[src/rtl/circle_octant_draw.sv]
// circle_octant_draw
//   Midpoint (Bresenham) circle rasteriser driving the vga_adapter plot port.
//   Each iteration walks the eight octant reflections of (ox, oy), one per
//   cycle, then spends one cycle on the midpoint update. A per-octant mask
//   selects which reflections are plotted; every pixel is clipped to the
//   SCREEN_W x SCREEN_H visible area.
//
// Ports
//   clk          system clock
//   rst          synchronous active-high reset
//   start        draw request, held by the requester until done is seen
//   centre_x/y   circle centre, latched on start
//   radius       radius in pixels (0 plots the centre only), latched on start
//   colour       pixel colour, latched on start
//   octant_mask  bit k enables octant k, latched on start
//   done         high while in END_DRAW
//   vga_x/vga_y  current candidate pixel (low bits of the signed coordinate)
//   vga_colour   latched colour
//   vga_plot     write strobe for the current pixel
module circle_octant_draw #(
  parameter int X_W      = 8,
  parameter int Y_W      = 7,
  parameter int R_W      = 8,
  parameter int COL_W    = 3,
  parameter int SCREEN_W = 160,
  parameter int SCREEN_H = 120
) (
  input  logic             clk,
  input  logic             rst,
  input  logic             start,
  input  logic [X_W-1:0]   centre_x,
  input  logic [Y_W-1:0]   centre_y,
  input  logic [R_W-1:0]   radius,
  input  logic [COL_W-1:0] colour,
  input  logic [7:0]       octant_mask,
  output logic             done,
  output logic [X_W-1:0]   vga_x,
  output logic [Y_W-1:0]   vga_y,
  output logic [COL_W-1:0] vga_colour,
  output logic             vga_plot
);

  localparam int XY_MAX = (X_W > Y_W) ? X_W : Y_W;
  localparam int C_MAX  = (XY_MAX > R_W) ? XY_MAX : R_W;
  localparam int CW     = C_MAX + 2;  // signed coordinate width, never wraps
  localparam int CRW    = R_W + 3;    // signed decision-variable width

  localparam logic signed [CW-1:0] SW_S = CW'(SCREEN_W);
  localparam logic signed [CW-1:0] SH_S = CW'(SCREEN_H);

  typedef enum logic [1:0] {
    IDLE     = 2'b00,
    DRAW     = 2'b01,
    UPDATE   = 2'b10,
    END_DRAW = 2'b11
  } state_t;

  state_t                  state, state_d;
  logic [2:0]              k_q, k_d;
  logic signed [CW-1:0]    ox_q, ox_d, oy_q, oy_d;
  logic signed [CRW-1:0]   crit_q, crit_d;
  logic [X_W-1:0]          cx_q, cx_d;
  logic [Y_W-1:0]          cy_q, cy_d;
  logic [COL_W-1:0]        col_q, col_d;
  logic [7:0]              mask_q, mask_d;

  logic signed [CW-1:0]    oy_n, ox_n, dif;
  logic signed [CW-1:0]    sx, sy, cand_x, cand_y;
  logic                    on_screen, plot_d;

  // Next-state and datapath update
  always_comb begin
    state_d = state;
    k_d     = k_q;
    ox_d    = ox_q;
    oy_d    = oy_q;
    crit_d  = crit_q;
    cx_d    = cx_q;
    cy_d    = cy_q;
    col_d   = col_q;
    mask_d  = mask_q;
    oy_n    = oy_q + CW'(1);
    ox_n    = ox_q;
    dif     = '0;
    unique case (state)
      IDLE: begin
        if (start) begin
          cx_d    = centre_x;
          cy_d    = centre_y;
          col_d   = colour;
          mask_d  = octant_mask;
          ox_d    = $signed(CW'(radius));
          oy_d    = '0;
          crit_d  = CRW'(1) - $signed(CRW'(radius));
          k_d     = '0;
          state_d = DRAW;
        end
      end
      DRAW: begin
        if (k_q == 3'd7) state_d = UPDATE;
        else             k_d = k_q + 3'd1;
      end
      UPDATE: begin
        // Midpoint step: both branches use the already-advanced oy (and ox)
        if (crit_q[CRW-1] || crit_q == '0) begin
          crit_d = crit_q + CRW'(oy_n) + CRW'(oy_n) + CRW'(1);
        end else begin
          ox_n   = ox_q - CW'(1);
          dif    = oy_n - ox_n;
          crit_d = crit_q + CRW'(dif) + CRW'(dif) + CRW'(1);
        end
        oy_d = oy_n;
        ox_d = ox_n;
        k_d  = '0;
        state_d = (oy_n <= ox_n) ? DRAW : END_DRAW;
      end
      END_DRAW: begin
        if (!start) state_d = IDLE;
      end
      default: state_d = IDLE;
    endcase
  end

  // Candidate pixel for the state being entered, so the registered strobe
  // and coordinates line up with the DRAW cycle they belong to.
  always_comb begin
    sx = $signed(CW'(cx_d));
    sy = $signed(CW'(cy_d));
    unique case (k_d)
      3'd0: begin cand_x = sx + ox_d; cand_y = sy + oy_d; end
      3'd1: begin cand_x = sx + oy_d; cand_y = sy + ox_d; end
      3'd2: begin cand_x = sx - oy_d; cand_y = sy + ox_d; end
      3'd3: begin cand_x = sx - ox_d; cand_y = sy + oy_d; end
      3'd4: begin cand_x = sx - ox_d; cand_y = sy - oy_d; end
      3'd5: begin cand_x = sx - oy_d; cand_y = sy - ox_d; end
      3'd6: begin cand_x = sx + oy_d; cand_y = sy - ox_d; end
      default: begin cand_x = sx + ox_d; cand_y = sy - oy_d; end
    endcase
    on_screen = !cand_x[CW-1] && (cand_x < SW_S) &&
                !cand_y[CW-1] && (cand_y < SH_S);
    plot_d    = (state_d == DRAW) && mask_d[k_d] && on_screen;
  end

  always_ff @(posedge clk) begin
    if (rst) begin
      state      <= IDLE;
      k_q        <= '0;
      ox_q       <= '0;
      oy_q       <= '0;
      crit_q     <= '0;
      cx_q       <= '0;
      cy_q       <= '0;
      col_q      <= '0;
      mask_q     <= '0;
      done       <= 1'b0;
      vga_plot   <= 1'b0;
      vga_x      <= '0;
      vga_y      <= '0;
      vga_colour <= '0;
    end else begin
      state      <= state_d;
      k_q        <= k_d;
      ox_q       <= ox_d;
      oy_q       <= oy_d;
      crit_q     <= crit_d;
      cx_q       <= cx_d;
      cy_q       <= cy_d;
      col_q      <= col_d;
      mask_q     <= mask_d;
      done       <= (state_d == END_DRAW);
      vga_plot   <= plot_d;
      vga_colour <= col_d;
      if (state_d == DRAW) begin
        vga_x <= cand_x[X_W-1:0];
        vga_y <= cand_y[Y_W-1:0];
      end
    end
  end

endmodule

[config.mk]
export PLATFORM = sky130hd
export DESIGN_NAME = circle_octant_draw
export DESIGN_NICKNAME = d
export VERILOG_FILES = /design/src/rtl/circle_octant_draw.sv
export SDC_FILE = /design/constraint.sdc
export NUM_CORES = 1
export LEC_CHECK = 0
export BUFFER_PORTS_ARGS = -buffer_cell sky130_fd_sc_hd__buf_2
export CORE_MARGIN = 2
export CORE_UTILIZATION = 45
export CTS_BUF_LIST = sky130_fd_sc_hd__clkbuf_8
export CTS_CLUSTER_SIZE = 30
export DETAILED_ROUTE_END_ITERATION = 7
export SKIP_CTS_REPAIR_TIMING = 1
export SKIP_LAST_GASP = 1
export SLEW_MARGIN = 30
export SYNTH_ARGS = -nofsm -noshare
export SYNTH_HDL_FRONTEND = slang
export SYNTH_SLANG_ARGS = --single-unit
[constraint.sdc]
create_clock -name clk -period 6.65 [get_ports clk]
set_input_delay 1.33 -clock clk [delete_from_list [all_inputs] [get_ports clk]]
set_output_delay 1.33 -clock clk [all_outputs]
set_load 0.02 [all_outputs]
==> impl_metrics.ini <==
[cts]
cts_root_buf = clkbuf_8
clk_latency_ns = 0.40
clkTransAtPathRegs_ns = 0.09
cts.sinks = 79
cts_htree_levels = 3
tritoncts = done
cts_made_buffers = 9
cts_buffer_depth = 2

[synthesis]
yosysTopAreaCell = dfxtp_1
synth_edf_count = 0
netlist.area_leader.share = 0.213
ys.flop_type = dfxtp_1
syn_area_um2 = 7410
synthCells = 988
netlist_top_cells_area = dfxtp_1 21%, ha_1 9.8%, nor2_1 6.0%
syn_nets = 1088
syn_avg_cell_area_um2 = 7.50
async_flop_share = 0
yosysMostFrequentCell = nor2_1
yosysSeqAreaShare = 0.213
ys_top_cells_by_count = 118 x nor2_1, 117 x nand2_1, 80 x a21oi_1, 79 x dfxtp_1, 58 x ha_1
ys_ff_latch = 79
ys.warnings.count = 0
netlist-cell-type-count = 90

[final_layout]
area_growth_pct = 8.98
antenna_cells = 0
drive_gt1_frac = 0.128
final_nets = 1114
fillers = 1681

[sta]
worst_slack_ns = 0.870
finalSetupViolCount = 0
hold_viol = 0
fin_crit_sh = 0.869
slew_headroom = 0.358
finalSetupTns_ns = 0
max_freq_mhz = 173
period_needed_ns = 5.78
grt_setup_unrepaired = no
worst_pin_slew_ns = 0.958
slew_violations = 0
fin_skew_ns = 0.0145

[placed_design]
portBuffers = 56
place.gp.congestion = 0.914
hpwlAfterDp_um = 16600
dp_slack_ns = 0.641

[route]
routed_wl_um = 22000
vias = 7184
ant_nets = 0
vias_per_cell = 5.82
dr.first_iter.drc_count = 682
drt-pass1-iter-count = 5
drc = 0
wl_per_cell_um = 17.8

[setup_path]
reg2reg_slack_ns = 1.09
cp_cell_sequence = buf_2, nor2_1, a22oi_1, o2bb2ai_1, nor2_1, a22oi_1, o22ai_1, a21oi_1, nor2_1, o21ai_0, o311ai_0, ha_1, a21o_1, a21o_1, a21o_1, a21oi_1, o21ai_0, nor2_1, mux2i_1, or3_1, a2111oi_2
r2r_start = state[0]
crit_path_end_kind = register
critPathArrivalTime_ns = 6.07
required_ns = 6.94
worst_setup_path_start_kind = primary input
ff2ff_path_depth = 20
cp_max_fo = 15
cpMostUsedCell = nor2_1
crit_slowest_cell = o2bb2ai_1
r2r_end = vga_plot
crit_type = primary input to register
max_stage_delay_ns = 0.65

[grt]
grt_use_total = 0.255
grt-ovfl-total = 0
grt_pass1_wl_um = 35800
grt_pass1_vias = 6704
grt_max_degree = 52
antenna_found_initial = 0

[hold_path]
hold_path_startpoint = col_q[0]
hold_depth = 2
holdPathEnd = col_q[0]
min_path_type = register to register

[power]
switchingPower_uw = 666
pwr-share-comb = 0.421
p_seq_frac = 0.332
leakage_nw = 3.53
p_clk_frac = 0.247
p_int_uw = 973
peakVddDrop_v = 0.000152
p_per_area_nw_per_um2 = 203
switching_share = 0.407

[die]
die_y_um = 132
die_w_um = 132
row_count = 46
dieArea_um2 = 17500
core_um2 = 16000
start_util = 0.463
pin_count = 57

[job]
cap_violations = 0

[outcome]
status = finished clean
-- cell type report --
type,count,area (um2),share of cell area
clock buffers,9,124,0.0153
clock inverters,7,85.1,0.0105
inverters,30,113,0.0139
multi-input cells,820,5490,0.679
flip-flops and latches,79,1580,0.196
well taps,216,270,0.0335
repair buffers,74,415,0.0514
-- routing by layer --
metal | global-route usage | vias to the layer above | share of wire
li1 | - | 3598 | -
met1 | 0.346 | 3339 | 0.46
met2 | 0.414 | 211 | 0.46
met3 | 0.0446 | 36 | 0.059
met4 | 0.0783 | 0 | 0.021
met5 | 0 | - | 0
-- state kept, by name, summed over array words and instances, names as in the netlist, 2 cells and up --
signal  count
oy_q       10
crit_q     11
k_q         3
vga_y       7
ox_q       10
cy_q        7
col_q       3
mask_q      8
vga_x       8
cx_q        8
state       2
-- kinds of logic (layout without fill, tap and decap cells) --
logic type	count (synthesis)	after routing	synth area share
mux	26	26	0.0351
simple gates	376	376	0.245
flops	79	79	0.213
fa+ha+maj	63	63	0.111
buf+inv	89	120	0.0493
xor+xnor	74	74	0.0875
compound gates	281	281	0.258
-- per-stage QoR --
stage / util / area [um2] / hold slack [ns] / power (mW) / cells
2_1_floorplan: - / 7410 / 0.444 / 1.07 / 988
3_5_place_dp: 0.492 / 7870 / 0.448 / 1.24 / 1219
4_1_cts: 0.505 / 8080 / 0.463 / 1.65 / 1235
5_1_grt: 0.505 / 8080 / 0.490 / 1.76 / 1235
6_report: 0.505 / 8080 / 0.462 / 1.64 / 1235
3_3_place_gp: 0.492 / 7870 / 0.441 / 1.23 / 1219
-- worst max-delay path by stage --
stage	from	to
finish	start	vga_plot
global route	start	vga_plot
CTS	start	vga_plot
detailed placement	start	vga_plot
global placement	start	vga_plot
floorplan	start	vga_plot
-- power groups by stage --
stage                     Combinational, mW  Sequential [mW]  Clock (mW)
after floorplan                       0.505            0.563           0
after global placement                0.681            0.554           0
after detailed placement              0.682            0.554           0
after CTS                             0.688            0.543       0.416
after global routing                  0.772            0.549       0.439
final                                 0.691            0.544       0.405
-- layout by cell type, fill, tap and decap left out, types with 6 or more instances in the layout --
| cell | n |
|---|---|
| nand2_1 | 117 |
| inv_1 | 30 |
| buf_4 | 18 |
| mux2i_1 | 26 |
| o21bai_1 | 6 |
| a22oi_1 | 10 |
| a211oi_1 | 6 |
| a31oi_1 | 8 |
| or3_1 | 8 |
| a21o_1 | 18 |
| and3_1 | 6 |
| or2_2 | 7 |
| xnor2_1 | 42 |
| nor4_1 | 8 |
| xor2_1 | 31 |
| o21a_1 | 7 |
| dfxtp_1 | 79 |
| o21ai_0 | 57 |
| a21oi_1 | 80 |
| nor3_1 | 27 |
| o211ai_1 | 15 |
| ha_1 | 58 |
| o22ai_1 | 9 |
| nand2b_1 | 7 |
| buf_2 | 56 |
| nor2_1 | 118 |
| nand3_1 | 23 |
| clkbuf_8 | 9 |
| nor2b_1 | 18 |
-- critical path, delay by kind of cell --
kind | cells | cell delay, ns
compound gates | 13 | 3.26
fa+ha+maj | 1 | 0.32
buf+inv | 1 | 0.21
mux | 1 | 0.07
simple gates | 5 | 0.85
(Power assumes the default switching activity.)
